==> config.mk <==
export PLATFORM = sky130hd
export DESIGN_NAME = req_issuer
export DESIGN_NICKNAME = d
export VERILOG_FILES = /design/src/rtl/req_pkg.sv /design/src/rtl/req_timer.sv /design/src/rtl/req_issuer.sv
export SDC_FILE = /design/constraint.sdc
export NUM_CORES = 1
export LEC_CHECK = 0
export BUFFER_PORTS_ARGS = -buffer_cell sky130_fd_sc_hd__buf_2
export CORE_AREA = 2 2 50 52
export CTS_BUF_LIST = sky130_fd_sc_hd__clkbuf_8
export DETAILED_ROUTE_END_ITERATION = 7
export DIE_AREA = 0 0 52 54
export PLACE_DENSITY_LB_ADDON = 0.25
export SLEW_MARGIN = 20
export SYNTH_ARGS = -nofsm -noshare
export SYNTH_HDL_FRONTEND = slang
export SYNTH_SLANG_ARGS = --single-unit
export TNS_END_PERCENT = 10
==> constraint.sdc <==
create_clock -name clock -period 4 [get_ports clock]
set_input_delay 1.2 -clock clock [delete_from_list [all_inputs] [get_ports clock]]
set_output_delay 1.2 -clock clock [all_outputs]
set_load 0.02 [all_outputs]
==> src/rtl/req_pkg.sv <==
// Shared types and default sizes for the req_issuer request master.
package req_pkg;

  typedef enum logic [1:0] {
    IDLE = 2'd0,
    REQ  = 2'd1,
    RESP = 2'd2
  } req_state_e;

  localparam int AW_DEF      = 4;
  localparam int DW_DEF      = 4;
  localparam int TIMEOUT_DEF = 15;

endpackage

==> src/rtl/req_timer.sv <==
// 8-bit wait counter with a terminal-count flag at TIMEOUT-1.
module req_timer #(
  parameter int TIMEOUT = 15
) (
  input  logic       clock,
  input  logic       reset,
  input  logic       clr_i,
  input  logic       inc_i,
  output logic       tc_o
);

  localparam logic [7:0] TC_VAL = 8'(TIMEOUT - 1);

  logic [7:0] count_q;
  logic [7:0] count_d;

  // Saturates at the compare point so a long stall can never wrap past it.
  always_comb begin
    count_d = count_q;
    if (clr_i) begin
      count_d = '0;
    end else if (inc_i && (count_q != TC_VAL)) begin
      count_d = count_q + 8'd1;
    end
  end

  always_ff @(posedge clock) begin
    if (reset) begin
      count_q <= '0;
    end else begin
      count_q <= count_d;
    end
  end

  assign tc_o = (count_q == TC_VAL);

endmodule

==> src/rtl/req_issuer.sv <==
// Single-outstanding valid/ready request master with timeout-to-error.
// Optional REQ_ISSUER_STATS_EN adds txn_count/err_count outputs.
module req_issuer
  import req_pkg::*;
#(
  parameter int DW      = DW_DEF,
  parameter int AW      = AW_DEF,
  parameter int TIMEOUT = TIMEOUT_DEF
) (
  input  logic          clock,
  input  logic          reset,
  input  logic          cmd_valid,
  output logic          cmd_ready,
  input  logic [AW-1:0] cmd_addr,
  input  logic [DW-1:0] cmd_wdata,
  output logic          bus_valid,
  output logic [AW-1:0] bus_addr,
  output logic [DW-1:0] bus_wdata,
  input  logic          bus_ready,
  input  logic [DW-1:0] bus_rdata,
  output logic          resp_valid,
  input  logic          resp_ready,
  output logic [DW-1:0] resp_rdata,
  output logic          resp_err
`ifdef REQ_ISSUER_STATS_EN
  ,
  output logic [7:0]    txn_count,
  output logic [7:0]    err_count
`endif
);

  req_state_e    state_q, state_d;
  logic [AW-1:0] bus_addr_q, bus_addr_d;
  logic [DW-1:0] bus_wdata_q, bus_wdata_d;
  logic [DW-1:0] resp_rdata_q, resp_rdata_d;
  logic          resp_err_q, resp_err_d;
  logic          tmr_clr, tmr_inc, tmr_tc;

  req_timer #(.TIMEOUT(TIMEOUT)) u_timer (
    .clock (clock),
    .reset (reset),
    .clr_i (tmr_clr),
    .inc_i (tmr_inc),
    .tc_o  (tmr_tc)
  );

  // bus_ready is checked before the timeout so a late completion still wins.
  always_comb begin
    state_d      = state_q;
    bus_addr_d   = bus_addr_q;
    bus_wdata_d  = bus_wdata_q;
    resp_rdata_d = resp_rdata_q;
    resp_err_d   = resp_err_q;
    tmr_clr      = 1'b0;
    tmr_inc      = 1'b0;
    unique case (state_q)
      IDLE: begin
        if (cmd_valid) begin
          bus_addr_d  = cmd_addr;
          bus_wdata_d = cmd_wdata;
          tmr_clr     = 1'b1;
          state_d     = REQ;
        end
      end
      REQ: begin
        if (bus_ready) begin
          resp_rdata_d = bus_rdata;
          resp_err_d   = 1'b0;
          state_d      = RESP;
        end else if (tmr_tc) begin
          resp_rdata_d = '0;
          resp_err_d   = 1'b1;
          state_d      = RESP;
        end else begin
          tmr_inc = 1'b1;
        end
      end
      RESP: begin
        if (resp_ready) begin
          state_d = IDLE;
        end
      end
      default: state_d = IDLE;
    endcase
  end

  always_ff @(posedge clock) begin
    if (reset) begin
      state_q      <= IDLE;
      bus_addr_q   <= '0;
      bus_wdata_q  <= '0;
      resp_rdata_q <= '0;
      resp_err_q   <= 1'b0;
    end else begin
      state_q      <= state_d;
      bus_addr_q   <= bus_addr_d;
      bus_wdata_q  <= bus_wdata_d;
      resp_rdata_q <= resp_rdata_d;
      resp_err_q   <= resp_err_d;
    end
  end

  assign cmd_ready  = (state_q == IDLE);
  assign bus_valid  = (state_q == REQ);
  assign resp_valid = (state_q == RESP);
  assign bus_addr   = bus_addr_q;
  assign bus_wdata  = bus_wdata_q;
  assign resp_rdata = resp_rdata_q;
  assign resp_err   = resp_err_q;

`ifdef REQ_ISSUER_STATS_EN
  logic [7:0] txn_count_q, err_count_q;

  always_ff @(posedge clock) begin
    if (reset) begin
      txn_count_q <= '0;
      err_count_q <= '0;
    end else if ((state_q == RESP) && resp_ready) begin
      txn_count_q <= txn_count_q + 8'd1;
      err_count_q <= err_count_q + {7'd0, resp_err_q};
    end
  end

  assign txn_count = txn_count_q;
  assign err_count = err_count_q;
`endif

endmodule

After elaboration in Yosys (flattened, before gate mapping):

Index checks and enable logic that the tools add are counted.

* input port bits: 17
* output and inout port bits: 16
* flip-flop bits (word level): 23
* word-level logic and storage cells: 35

* muxes and demuxes: 14
* equality and inequality tests: 7
* reduce and logical (&&, ||, !) cells: 7
* add/sub/neg operators: 1

Operators by type and width (count)
* $add A8 B1 Y8 const B: 1
* $eq A8 B4 Y1 const B: 1
* $mux W2: 4
* $mux W4: 2
* $ne A8 B4 Y1 const B: 1
* $mux W1: 7
* $pmux W2 S3: 1
* $reduce_and A2 Y1: 2
* $ne A3 B1 Y1 const B: 1
* $reduce_and A3 Y1: 1
* $eq A2 B1 Y1 const B: 1
* $eq A2 B2 Y1 const B: 1
* $logic_not A2 Y1: 1
* $ne A2 B1 Y1 const B: 1
* $ne A2 B2 Y1 const B: 1
* $reduce_bool A2 Y1: 1
* $reduce_or A2 Y1: 1
* $logic_and A1 B1 Y1: 1

Longest topological paths before layout:

Gate-level depths: netlist of the first run.

* word-level depth: 5
* depth in mapped cells: 6
* mapped depth without buffers: 5

By module:

A second synthesis of the first run with hierarchy kept.

* cell total of the unflattened synthesis: 112
* area total of the unflattened synthesis: 1007.2 µm²

Modules (own cells, without submodules)
* req_issuer: sequential area each 300.3 µm², cells an instance 60, instances 1, area each 571.8 µm²
* req_timer: sequential area each 160.2 µm², cells an instance 52, instances 1, area each 435.4 µm²

Worst setup path before layout of the first run:

No wires, ideal clock.

* path type: input port to flip-flop
* start point: input port bus_ready
* end point: register u_timer.count_q[5]
* data required time: 3.914 ns
* slack: 1.439 ns
* path buffers: 2
* library setup time: 0.086 ns
* stages: 5
* data arrival time: 2.475 ns
* path through: buf_6 > or3b_1 > clkbuf_2 > or4_1 > a211oi_1

* word-level cells in the longest chain between the ends: 3

RTL lines
* from (decl): RTL line req_issuer.sv:19 `input logic bus_ready,`
* $mux W1: RTL line req_issuer.sv:66 `if (bus_ready) begin`
* $mux W1: RTL line req_issuer.sv:56 `unique case (state_q)`
* $logic_and A1 B1 Y1: RTL line req_timer.sv:22 `end else if (inc_i && (count_q != TC_VAL)) begin`
* to (signal assigned): RTL line req_timer.sv:31 `count_q <= count_d;`
* to (decl): RTL line req_timer.sv:14 `logic [7:0] count_q;`

No other way between the ends.
A chain may end at the register's enable or synchronous reset.

Worst setup path after layout of the first run:

* start point: register state_q[0]
* end point: output port bus_valid

* word-level cells in the longest chain between the ends: 1

RTL lines
* from (decl): RTL line req_issuer.sv:32 `req_state_e state_q, state_d;`
* from (signal assigned): RTL line req_issuer.sv:95 `state_q <= state_d;`
* $eq A2 B1 Y1: RTL line req_issuer.sv:104 `assign bus_valid = (state_q == REQ);`
* to (decl): RTL line req_issuer.sv:16 `output logic bus_valid,`

No other way between the ends.

==> impl_metrics.py, run 1 <==
metrics = {
    "outcome": {
        "status": "completed",
    },
    "yosys": {
        "synthFlopType": "dfxtp_1",
        "yosys_warnings": 0,
        "syn_avg_cell_area_um2": 8.273,
        "yosys.cell_types.count": 32,
        "synth_area_leader_cell": "dfxtp_1",
        "syn_area_um2": 1067,
        "ys_seq_elements": 23,
        "synth_edf_count": 0,
        "async_flop_share": 0,
        "ys_top_cells_by_area": "dfxtp_1 (43%), nand2_1 (8.1%), nand3_1 (7.0%)",
        "netlist_instances": 129,
        "syn_nets": 148,
        "synth_top_cell_area_share": 0.4314,
        "synth-seq-area-share": 0.4314,
    },
    "setup_path": {
        "reg2reg_depth": 3,
        "critPathMaxStageDelay_ns": 0.49,
        "r2r-start": "state_q[0]",
        "critPathArrivalTime_ns": 1.46,
        "reg2reg_to": "u_timer.count_q[5]",
        "rrSetupSlack_ns": 2.23,
        "path_max_fanout": 8,
        "cp_cell_sequence": "nor2b_1, buf_2",
        "slowest_stage": "nor2b_1",
        "worstSetupPathType": "flip-flop to primary output",
        "crit_required_ns": 2.80,
        "cp-start-kind": "flip-flop",
        "cp-end-kind": "primary output",
    },
    "sta": {
        "fin_ws_ns": 1.337,
        "rsz0062_at_grt": "false",
        "min_period_ns": 2.663,
        "fin_setup_tns_ns": 0,
        "slew_violations": 0,
        "finClkSkew_ns": 0.003850,
        "worst_pin_slew_ns": 0.7812,
        "maxSlewHeadroom": 0.4752,
        "setup_viol": 0,
        "hold_viol": 0,
        "timing.fmax_ghz": 0.3754,
        "fin_crit_sh": 0.6659,
    },
    "clock_tree": {
        "post_cts_resized": 0,
        "post_cts_buffers": 0,
        "clk_latency_ns": 0.26,
        "htree_levels": 1,
        "cts_hold_buf": 0,
        "cts_tree": "done",
        "cts_root_buf": "clkbuf_8",
        "cts_buffer_depth": 2,
        "clk_pin_slew_ns": 0.08,
        "clkSinkCount": 23,
        "cts_buffers": 3,
    },
    "global_route": {
        "grt_pass1_vias": 895,
        "globalRoute.totalOverflow": 0,
        "antenna_found_initial": 0,
        "grt_pass1_wl_um": 3912,
        "grt_max_degree": 21,
        "grtUsageTotal": 0.1861,
    },
    "finish": {
        "layout_common_cells": "buf_2 (32), nand2_1 (23), dfxtp_1 (23)",
        "diodes": 0,
        "final_common_cell": "buf_2",
        "synthToLayoutAreaGrowth_pct": 19.46,
        "num-nets-final": 177,
        "drive_gt1_frac": 0.2484,
        "fin_cells": 187,
    },
    "power_and_ir_drop": {
        "pwr-share-comb": 0.149,
        "p_switching_mw": 0.1178,
        "power.internal_mw": 0.3306,
        "power_frac_seq": 0.542,
        "powerDensity_nw_per_um2": 351.8,
        "p_clk_frac": 0.309,
        "ir_drop_v": 0.0002811,
        "p_sw_frac": 0.2628,
        "leakagePower_nw": 0.5528,
        "power_mw": 0.4485,
    },
    "die": {
        "start_util": 0.4601,
        "die-height_um": 54,
        "die_w_um": 52,
        "top_level_ports": 33,
        "row_count": 18,
        "core_um2": 2320,
        "die-area_um2": 2808,
    },
    "drt": {
        "wirelength_um": 2402,
        "topRoutingLayerUsed": "met4",
        "drc": 0,
        "num_vias": 1005,
        "drt_pass1_iterations": 4,
        "detail_route.wl_per_cell_um": 12.84,
        "via_per_inst": 5.374,
        "postRouteAntennaNets": 0,
        "detail_route.iter0.violations": 15,
        "dr_wl_met2_um": 1170,
        "wl_met1_um": 1120,
        "dr_wl_met3_um": 99,
    },
    "placed_design": {
        "dpl.cell_count": 183,
        "io_buffers": 32,
        "place.gp.congestion": 0.8217,
        "place_ws_ns": 1.347,
        "dp_hpwl_um": 1745,
    },
    "job": {
        "maxCapViolCount": 0,
    },
    "worst_hold_path": {
        "holdPathEnd": "bus_wdata[1]",
        "hold_path_class": "flip-flop to flip-flop",
        "hold_depth": 2,
        "min_from": "bus_wdata[1]",
    },
}
-- how the worst max path moves through the flow --
| stage | start | endpoint | slack (ns) | cells past startpoint |
|---|---|---|---|---|
| final | state_q[0] | bus_valid | 1.34 | 2 |
| after global routing | state_q[0] | bus_valid | 1.25 | 2 |
| after CTS | state_q[0] | bus_valid | 1.35 | 2 |
| after detailed placement | bus_ready | u_timer.count_q[5] | 1.35 | 4 |
| after global placement | bus_ready | u_timer.count_q[5] | 1.40 | 4 |
| after floorplan | bus_ready | u_timer.count_q[5] | 1.44 | 5 |
-- cells by family after synthesis --
group | count (synthesis) | synth area share
compound gates | 23 | 0.1313
fa+ha+maj | 2 | 0.02344
buf+inv | 14 | 0.05744
flops | 23 | 0.4314
mux | 7 | 0.06682
simple gates | 60 | 0.2896
-- per-layer routing --
layer / track usage / vias to the layer above
met3: 0.02500 / 2
met1: 0.2160 / 465
met2: 0.3418 / 28
met5: 0 / -
li1: - / 510
met4: 0.07895 / 0
-- synthesized netlist by cell type, types with 2 or more instances --
cell type  instances
a211oi_1           4
a21oi_1           14
clkbuf_1           7
dfxtp_1           23
ha_1               2
inv_1              4
mux2i_1            6
nand2_1           23
nand3_1           15
nor2_1             3
nor3_1             3
or3_1              5
-- through the flow --
step	utilization	hold slack, ns	area [um2]
global placement	0.5302	0.4405	1230
CTS	0.5496	0.4553	1275
floorplan	-	0.4587	1067
detailed placement	0.5302	0.4446	1230
global route	0.5496	0.4697	1275
finish	0.5496	0.4539	1275
-- worst max-delay path: cells and delay by family (launching register included) --
| kind | cells | cell delay (ns) |
|---|---|---|
| flops | 1 | 0.45 |
| buf+inv | 1 | 0.26 |
| simple gates | 1 | 0.49 |
-- sequential cells by signal, indices dropped and copies added, names as in the netlist --
register	cells
resp_err	1
bus_addr	4
state_q	2
bus_wdata	4
resp_rdata	4
u_timer.count_q	8
-- power by group through the flow --
stage	logic, mW	registers (mW)	clock network (mW)
final	0.0667	0.243	0.139
after global routing	0.0738	0.244	0.153
after CTS	0.0673	0.243	0.146
after detailed placement	0.0671	0.249	0
after global placement	0.0651	0.248	0
after floorplan	0.0368	0.256	0
-- final cells by class --
class / count / area (um2)
Multi-Input combinational cell: 92 / 545.5
Fill cell: 228 / 1045
Sequential cell: 23 / 460.4
Clock inverter: 1 / 3.754
Timing Repair Buffer: 33 / 167.7
Tap cell: 30 / 37.54
Inverter: 5 / 18.77
Clock buffer: 3 / 41.29
No activity file was read; power rests on OpenSTA's default activity.
==> run 2, diff against run 1 <==
ABC_AREA = 1   (was not set)
CORE_AREA = 2 2 51 53   (was 2 2 50 52)
DIE_AREA = 0 0 53 55   (was 0 0 52 54)
clock period = 2.15 ns   (was 4 ns; I/O delays follow)
==> impl_metrics.py, run 2 <==
metrics = {
    "outcome": {
        "status": "completed",
    },
    "power_and_ir_drop": {
        "ir_drop_v": 0.0004949,
        "powerDensity_nw_per_um2": 666.1,
        "leakagePower_nw": 0.5871,
        "power_mw": 0.8542,
    },
    "placed_design": {
        "place.gp.congestion": 0.7882,
        "dp_hpwl_um": 1690,
        "io_buffers": 32,
        "dpl.cell_count": 207,
    },
    "drt": {
        "postRouteAntennaNets": 0,
        "drt_pass1_iterations": 4,
        "detail_route.iter0.violations": 18,
        "drc": 0,
        "via_per_inst": 4.697,
        "wirelength_um": 2184,
        "detail_route.wl_per_cell_um": 10.35,
        "num_vias": 991,
    },
    "die": {
        "die-area_um2": 2915,
        "row_count": 18,
        "top_level_ports": 33,
        "core_um2": 2365,
        "start_util": 0.4413,
        "die-height_um": 55,
        "die_w_um": 53,
    },
    "yosys": {
        "netlist_top_cells_count": "nand2_1 (37), nor2_1 (28), dfxtp_1 (23)",
        "synth-seq-area-share": 0.4412,
        "yosys.area_share.simple": 0.3369,
        "synth_edf_count": 0,
        "yosys_warnings": 0,
        "synth_top_family_by_area": "simple AND/OR/NAND/NOR gates",
        "ys_top_cells_by_area": "dfxtp_1 (44%), nand2_1 (13%), nor2_1 (10%)",
        "synth_fa_ha_area_frac": 0.02398,
        "ys_seq_elements": 23,
        "syn_area_um2": 1044,
        "synthXorXnorAreaFrac": 0.02518,
        "yosys.cell_types.count": 18,
        "yosys.cell_count.top_type": "nand2_1",
        "netlist_instances": 146,
        "synthFlopType": "dfxtp_1",
        "synth_compound_area_frac": 0.1211,
        "synth_area_leader_cell": "dfxtp_1",
        "syn_avg_cell_area_um2": 7.147,
        "syn_nets": 165,
        "async_flop_share": 0,
        "synth_top_cell_area_share": 0.4412,
        "synthMuxAreaShare": 0,
    },
    "sta": {
        "rsz0062_at_grt": "false",
        "fin_crit_sh": 0.7748,
        "worst_pin_slew_ns": 0.3018,
        "fin_setup_tns_ns": 0,
        "maxSlewHeadroom": 0.7983,
        "setup_viol": 0,
        "finClkSkew_ns": 0.003970,
        "timing.fmax_ghz": 0.6003,
        "min_period_ns": 1.666,
        "hold_viol": 0,
        "slew_violations": 0,
    },
    "setup_path": {
        "worstSetupPathDepth": 3,
        "cp_top_family": "flip-flops",
        "r2r-start": "u_timer.count_q[0]",
        "path_max_fanout": 4,
        "cp_cell_sequence": "nand2_2, inv_2, buf_2",
        "critPathArrivalTime_ns": 1.02,
        "rrSetupSlack_ns": 0.78,
        "critPathMaxStageDelay_ns": 0.39,
        "endpoint": "bus_valid",
        "reg2reg_depth": 7,
        "cp-end-kind": "primary output",
        "reg2reg_to": "u_timer.count_q[5]",
        "cp-start-kind": "flip-flop",
        "worstSetupPathType": "flip-flop to primary output",
        "critPathBufInv": 2,
        "crit_required_ns": 1.50,
        "slowest_stage": "dfxtp_1",
        "crit_path_start": "state_q[0]",
    },
    "finish": {
        "layout_common_cells": "nand2_1 (37), buf_2 (32), nor2_1 (28)",
        "largest_register": "u_timer.count_q",
        "num-nets-final": 201,
        "synthToLayoutAreaGrowth_pct": 22.90,
        "final.fill_count": 244,
        "drive_gt1_frac": 0.2707,
        "seq_area_um2": 460.4,
        "largest_register_ffs": 8,
        "multi_input_area_um2": 529.3,
        "diodes": 0,
        "fin_cells": 211,
        "final_common_cell": "nand2_1",
    },
    "worst_hold_path": {
        "min_from": "bus_wdata[1]",
        "hold_path_class": "flip-flop to flip-flop",
    },
    "clock_tree": {
        "clk_pin_slew_ns": 0.08,
        "cts_buffer_depth": 2,
        "clk_latency_ns": 0.27,
        "cts_hold_buf": 0,
        "clkSinkCount": 23,
        "post_cts_buffers": 0,
        "cts_tree": "done",
        "htree_levels": 1,
        "cts_buffers": 3,
        "cts_root_buf": "clkbuf_8",
        "post_cts_resized": 0,
    },
    "global_route": {
        "grtUsageTotal": 0.1647,
        "grt_max_degree": 14,
        "antenna_found_initial": 0,
        "globalRoute.totalOverflow": 0,
        "grt_pass1_vias": 850,
        "grt_pass1_wl_um": 3484,
    },
    "job": {
        "maxCapViolCount": 0,
    },
}
[run 2: cell count changes in the layout (fill, tap and decap cells not counted), moves of 4 or more]
cell	delta
inv_2	+5
nand3_1	-8
a211oi_1	-4
o21ai_0	+8
or3_1	-5
nand2_1	+14
mux2i_1	-6
nor2_1	+25
[run 2: worst reg2reg max path: cells and delay by family (launching register included)]
family / cells / cell delay, ns
compound gates: 1 / 0.12
fa+ha+maj: 1 / 0.21
buf+inv: 1 / 0.10
flops: 1 / 0.40
simple gates: 4 / 0.48
[run 2: power breakdown]
| group | switching [mW] | internal (mW) | leakage [nW] | total (mW) |
|---|---|---|---|---|
| clock | 0.139 | 0.129 | 0.0255 | 0.269 |
| combinational | 0.0839 | 0.0446 | 0.374 | 0.129 |
| sequential | 0.0112 | 0.446 | 0.188 | 0.457 |
| total | 0.234 | 0.620 | 0.587 | 0.854 |
[run 2: how the worst min path moves through the flow]
| stage | end | slack, ns | cells after the start |
|---|---|---|---|
| finish | bus_wdata[1] | 0.48 | 2 |
| global route | bus_addr[1] | 0.50 | 2 |
| CTS | bus_wdata[1] | 0.49 | 2 |
| detailed placement | bus_wdata[1] | 0.47 | 2 |
| global placement | bus_wdata[1] | 0.46 | 2 |
| floorplan | u_timer.count_q[7] | 0.47 | 2 |
[run 2: metal layers]
layer | wire length [um] | vias up | global-route usage | share of wire
met4 | 52 | 0 | 0.1026 | 0.024
met3 | 77 | 5 | 0.02419 | 0.035
met1 | 1088 | 433 | 0.2106 | 0.50
met5 | 0 | - | 0 | 0
li1 | - | 531 | - | -
met2 | 967 | 22 | 0.2625 | 0.44
[run 2: area by class of cell]
type | instances | area share
clock buffer | 3 | 0.03220
clock inverter | 1 | 0.003902
inverter | 13 | 0.03805
multi-input combinational | 109 | 0.4127
sequential | 23 | 0.3590
tap | 30 | 0.02927
timing repair buffer | 32 | 0.1249
[run 2: cells by family (layout without fill, tap and decap cells)]
| family | Yosys count | after routing |
|---|---|---|
| XOR/XNOR | 3 | 3 |
| buffers and inverters | 14 | 49 |
| AND/OR/NAND/NOR | 81 | 81 |
| flip-flops | 23 | 23 |
| AO/OA/AOI/OAI | 23 | 23 |
| adder cells (fa/ha/maj) | 2 | 2 |
[run 2: metrics by stage]
| step | util | hold slack [ns] | setup WS [ns] | cell area (um2) |
|---|---|---|---|---|
| after CTS | 0.5423 | 0.4904 | 0.4736 | 1282 |
| after global placement | 0.5228 | 0.4611 | 0.6379 | 1236 |
| after detailed placement | 0.5228 | 0.4717 | 0.5867 | 1236 |
| final | 0.5423 | 0.4816 | 0.4842 | 1282 |
| after global routing | 0.5423 | 0.5020 | 0.4427 | 1282 |
| after floorplan | - | 0.4704 | 0.8543 | 1044 |
